File: config.mk
export PLATFORM = sky130hd
export DESIGN_NAME = div_clk_unit_flat
export DESIGN_NICKNAME = d
export VERILOG_FILES = /design/src/rtl/div_clk_unit_if.sv /design/src/rtl/div_clk_unit.sv /design/src/flat_wrapper.sv
export SDC_FILE = /design/constraint.sdc
export NUM_CORES = 1
export LEC_CHECK = 0
export ABC_CLOCK_PERIOD_IN_PS = 1300
export CAP_MARGIN = 30
export CORE_AREA = 3 3 40 42
export DETAILED_ROUTE_END_ITERATION = 8
export DIE_AREA = 0 0 43 45
export HOLD_SLACK_MARGIN = 0.1
export PLACE_DENSITY = 0.56
export SYNTH_ARGS = -nofsm -noshare
export SYNTH_HDL_FRONTEND = slang
export SYNTH_SLANG_ARGS = --single-unit
File: constraint.sdc
create_clock -name clk_i -period 1.3 [get_ports clk_i]
set_input_delay 0.195 -clock clk_i [delete_from_list [all_inputs] [get_ports clk_i]]
set_output_delay 0.195 -clock clk_i [all_outputs]
set_load 0.05 [all_outputs]
File: src/rtl/div_clk_unit_if.sv
// Bundle of the five divided clock outputs produced by div_clk_unit.
// The master modport drives the clocks and the slave modport consumes them.
interface div_clk_unit_if;
    logic div_2_o;
    logic div_4_o;
    logic div_8_o;
    logic div_3_o;
    logic div_n_o;

    modport master (
        output div_2_o,
        output div_4_o,
        output div_8_o,
        output div_3_o,
        output div_n_o
    );

    modport slave (
        input div_2_o,
        input div_4_o,
        input div_8_o,
        input div_3_o,
        input div_n_o
    );
endinterface

File: src/rtl/div_clk_unit.sv
// Free-running clock divider: /2, /4, /8 from a binary counter, /3 and /DIV_N
// with 50% duty (odd ratios stretch a rising-edge pulse with a falling-edge copy).
module div_clk_unit #(
    parameter int DIV_N = 5
) (
    input  logic               clk_i,
    input  logic               rst_i,
    div_clk_unit_if.master     div_out
);

    if ((DIV_N < 2) || (DIV_N > 256)) begin : g_bad_div_n
        $error("div_clk_unit: DIV_N must be within 2..256");
    end

    localparam int             CW        = (DIV_N > 2) ? $clog2(DIV_N) : 1;
    localparam logic           IS_ODD    = ((DIV_N % 2) == 1) ? 1'b1 : 1'b0;
    // Odd ratios cycle through the full range; even ratios only need half of it.
    localparam logic [CW-1:0]  MODN_LAST = IS_ODD ? CW'(DIV_N - 1) : CW'((DIV_N / 2) - 1);
    localparam logic [CW-1:0]  HIGH_MAX  = CW'((DIV_N - 1) / 2);
    localparam logic [CW-1:0]  MODN_ONE  = CW'(1);

    logic [2:0]     bin_cnt_r;
    logic [1:0]     mod3_cnt_r;
    logic [1:0]     mod3_nxt_s;
    logic           div3_pos_r;
    logic           div3_neg_r;
    logic [CW-1:0]  modn_cnt_r;
    logic [CW-1:0]  modn_nxt_s;
    logic           divn_pos_nxt_s;
    logic           divn_pos_r;
    logic           divn_neg_r;

    // Next-state for the mod-3 and mod-DIV_N counters and the DIV_N rising-edge flop.
    always_comb begin
        mod3_nxt_s     = 2'd0;
        modn_nxt_s     = '0;
        divn_pos_nxt_s = 1'b0;
        if (mod3_cnt_r == 2'd2) begin
            mod3_nxt_s = 2'd0;
        end else begin
            mod3_nxt_s = mod3_cnt_r + 2'd1;
        end
        if (modn_cnt_r == MODN_LAST) begin
            modn_nxt_s = '0;
        end else begin
            modn_nxt_s = modn_cnt_r + MODN_ONE;
        end
        if (IS_ODD) begin
            divn_pos_nxt_s = (modn_nxt_s != '0) && (modn_nxt_s <= HIGH_MAX);
        end else if (modn_cnt_r == MODN_LAST) begin
            divn_pos_nxt_s = ~divn_pos_r;
        end else begin
            divn_pos_nxt_s = divn_pos_r;
        end
    end

    // Rising-edge state: binary counter, mod-3 / mod-DIV_N counters and their flops.
    always_ff @(posedge clk_i or posedge rst_i) begin
        if (rst_i) begin
            bin_cnt_r  <= 3'd0;
            mod3_cnt_r <= 2'd0;
            div3_pos_r <= 1'b0;
            modn_cnt_r <= '0;
            divn_pos_r <= 1'b0;
        end else begin
            bin_cnt_r  <= bin_cnt_r + 3'd1;
            mod3_cnt_r <= mod3_nxt_s;
            div3_pos_r <= (mod3_nxt_s == 2'd1);
            modn_cnt_r <= modn_nxt_s;
            divn_pos_r <= divn_pos_nxt_s;
        end
    end

    // Falling-edge copies stretch the odd-ratio pulses by half a clk_i period.
    always_ff @(negedge clk_i or posedge rst_i) begin
        if (rst_i) begin
            div3_neg_r <= 1'b0;
            divn_neg_r <= 1'b0;
        end else begin
            div3_neg_r <= div3_pos_r;
            divn_neg_r <= divn_pos_r & IS_ODD;
        end
    end

    assign div_out.div_2_o = bin_cnt_r[0];
    assign div_out.div_4_o = bin_cnt_r[1];
    assign div_out.div_8_o = bin_cnt_r[2];
    assign div_out.div_3_o = div3_pos_r | div3_neg_r;
    assign div_out.div_n_o = divn_pos_r | divn_neg_r;

endmodule

File: src/flat_wrapper.sv
// flat-port wrapper written by rule: the top's interface ports become plain ports
module div_clk_unit_flat 
#(
    parameter int DIV_N = 5
)
  (clk_i, rst_i, div_out_div_2_o, div_out_div_4_o, div_out_div_8_o, div_out_div_3_o, div_out_div_n_o);
  div_clk_unit_if div_out_i ();
  input  logic clk_i;
  input  logic rst_i;
  output wire logic [$bits(div_out_i.div_2_o)-1:0] div_out_div_2_o;
  output wire logic [$bits(div_out_i.div_4_o)-1:0] div_out_div_4_o;
  output wire logic [$bits(div_out_i.div_8_o)-1:0] div_out_div_8_o;
  output wire logic [$bits(div_out_i.div_3_o)-1:0] div_out_div_3_o;
  output wire logic [$bits(div_out_i.div_n_o)-1:0] div_out_div_n_o;
  assign div_out_div_2_o = div_out_i.div_2_o;
  assign div_out_div_4_o = div_out_i.div_4_o;
  assign div_out_div_8_o = div_out_i.div_8_o;
  assign div_out_div_3_o = div_out_i.div_3_o;
  assign div_out_div_n_o = div_out_i.div_n_o;
  div_clk_unit #(.DIV_N(DIV_N)) u_core (.clk_i(clk_i), .rst_i(rst_i), .div_out(div_out_i));
endmodule
==> metrics.txt <==
status=finished, violations left; failing checks=negative setup slack; Syn Inst Count=31; final hold vios=0; vias after detailed routing=approximately 250; cell taking the most area after synthesis=dfrtp_1; port bufs=6; pwr dens=986 nW/um2; syn nets=37; Max FO, Critical Path=1; Pre-Repair DR Iteration Count=3; most frequent cells in the layout=9 x dfrtp_1, 5 x buf_12, 4 x inv_1, 4 x ha_1; worst path required time=between 1 and 1.5 ns; Synth cell types=13; core area=1280 um2; Tot GR Track Use=under 10%; R2R setup slack=about 0.02 ns; first-pass GRT wire length=between 1000 and 1500 um; sequential fraction of design power=between 50% and 60%; register bit total from synthesis=11; HPWL Detailed=521 um; setup violators final=2; setup TNS=-1.03 ns; residual DRC count=0; Initial Util=32.0%; row count=13; Worst VDD drop=~0.49 mV; Int Pwr=0.000468 W; Max-slew headroom=between 80% and 90%; Avg Synthesized Cell Area=~13 um2; clock power share=38.3%; Setup WS post-layout=-0.517 ns; Area Overhead vs Synth=42.6%; actual slew at the worst max-slew pin=about 0.24 ns; H-tree levels=1; kind of end point of the critical path=output pin; Nets=50; share of cells above drive strength 1=27.9%; Synth area leaders=dfrtp_1 55%, dfrtn_1 12%, ha_1 12%; initial antenna violation count=0; Sw Pwr=0.000111 W; DR vias/cell=4.26; yosys warns=0; Post-CTS Hold Fix Bufs=0; Wirelength per Cell=11.2 um; Hold Crit Class=in2async; Routability Congestion=roughly 0.64; Seq/Total Area, Yosys=approximately two thirds; # fillers=approximately 110; final hold slack=0.301 ns; Finished Cell Area=around 600 um2; chip width=around 43 um; cell area after synthesis=412 um2; Die Height=between 40 and 50 um; global route total overflow=0; Clk Latency, worst-skew pair=about 0.26 ns; clk_skew=roughly 0.009 ns; CTS Sinks=11; die area=just under 2000 um2; vias in the first global route=280; detailed router's first-iteration violation count=2; Worst-path clk slew=around 0.07 ns; Root Buffer=clkbuf_4; CP arrival=~1.6 ns; commonest non-fill, non-tap cell in the layout=dfrtp_1; post-synth top area share=between 50 and 60%; antenna diode count=0; # Max-Cap Violations=0; DP Area=between 500 and 600 um2; final max-slew violation count=0; Final Routed Wirelength=approximately 650 um; switching share of power=a little under a fifth; number of I/O pins=7; combinational fraction of design power=~2.5%; leakage=slightly above 0.3 nW; largest net degree at the start of global routing=7; RSZ-0062 raised after global routing=yes; worst slack at placement=-0.233 ns; crit start category=flop; Setup CP Type=reg2out; CTS tree=done; post-route ant nets=0; clock buffer depth=2; # resized after CTS=0; Num CTS Buffers=3
-- cells in the mapped netlist --
master    count
a21oi_1       1
a22oi_1       1
dfrtn_1       2
dfrtp_1       9
ha_1          4
inv_1         4
mux2i_1       1
nand2_1       1
nand2b_1      1
nor2_1        3
nor2b_1       1
or2_2         2
xor2_1        1
-- routing by layer --
layer	share of wire, %	up-vias	global-route usage, %
met2	52	6	13.5
met5	0	-	0
li1	-	120	-
met4	0	0	7.23
met1	40	121	9.30
met3	7.1	0	3.59
-- metrics by stage --
| stage | util, % | power, W | cells |
|---|---|---|---|
| floorplan | - | 0.000354 | 31 |
| finish | 45.7 | 0.000578 | 58 |
| detailed placement | 43.6 | 0.000364 | 54 |
| CTS | 45.7 | 0.000596 | 58 |
| global placement | 43.6 | 0.000363 | 54 |
| global route | 45.7 | 0.000617 | 58 |
-- cell families (layout without fill, tap and decap cells) --
kind of cell / count (synthesis) / in the layout / synth area share [%]
AO/OA/AOI/OAI: 2 / 2 / 3.04
XOR/XNOR: 1 / 1 / 2.13
buffers and inverters: 4 / 16 / 3.65
flip-flops: 11 / 11 / 66.9
multiplexers: 1 / 1 / 2.43
AND/OR/NAND/NOR: 8 / 8 / 9.73
adder cells (fa/ha/maj): 4 / 4 / 12.2
-- final cells by class --
class                           count  area [um2]  area share [%]
Multi-Input combinational cell     16         126            21.5
Sequential cell                    11         275            46.9
Tap cell                           15        18.8            3.20
Inverter                            4        15.0            2.56
Clock buffer                        4        26.3            4.48
Timing Repair Buffer                8         125            21.3
-- worst max-delay path, cell delays in order (launching register included) --
cell	delay (ns)
dfrtn_1	0.32
or2_4	0.23
buf_12	0.15
-- state kept, by name, summed over array words and instances (netlist names) --
register           flops
u_core.bin_cnt_r       3
u_core.div3_neg_r      1
u_core.modn_cnt_r      3
u_core.mod3_cnt_r      2
u_core.divn_pos_r      1
u_core.divn_neg_r      1
-- timing repair --
action,CTS,global route
endpoints found under the setup margin,2,3
setup buffers,0,0
endpoints found under the hold margin,0,0
-- power by group through the flow --
stage | Combinational (W) | Sequential [W] | Clock, W
finish | 0.0000143 | 0.000342 | 0.000222
global route | 0.0000170 | 0.000342 | 0.000257
CTS | 0.0000151 | 0.000342 | 0.000238
detailed placement | 0.0000150 | 0.000349 | 0
global placement | 0.0000142 | 0.000349 | 0
floorplan | 0.00000524 | 0.000349 | 0
-- worst paths after layout --
kind	startpoint	to	cells past startpoint
setup / recovery	u_core.divn_neg_r$_DFF_NP0_	div_out_div_n_o	2
hold / removal	rst_i	u_core.modn_cnt_r[0]$_DFF_PP0_	3
setup reg to reg	u_core.modn_cnt_r[0]$_DFF_PP0_	u_core.divn_pos_r$_DFF_PP0_	5
hold reg to reg	u_core.mod3_cnt_r[1]$_DFF_PP0_	u_core.mod3_cnt_r[0]$_DFF_PP0_	1
max in group asynchronous	rst_i	u_core.div3_neg_r$_DFF_NP0_	2
min in group clk_i	u_core.mod3_cnt_r[1]$_DFF_PP0_	u_core.mod3_cnt_r[0]$_DFF_PP0_	1
Power figures use the tool's default switching activity.
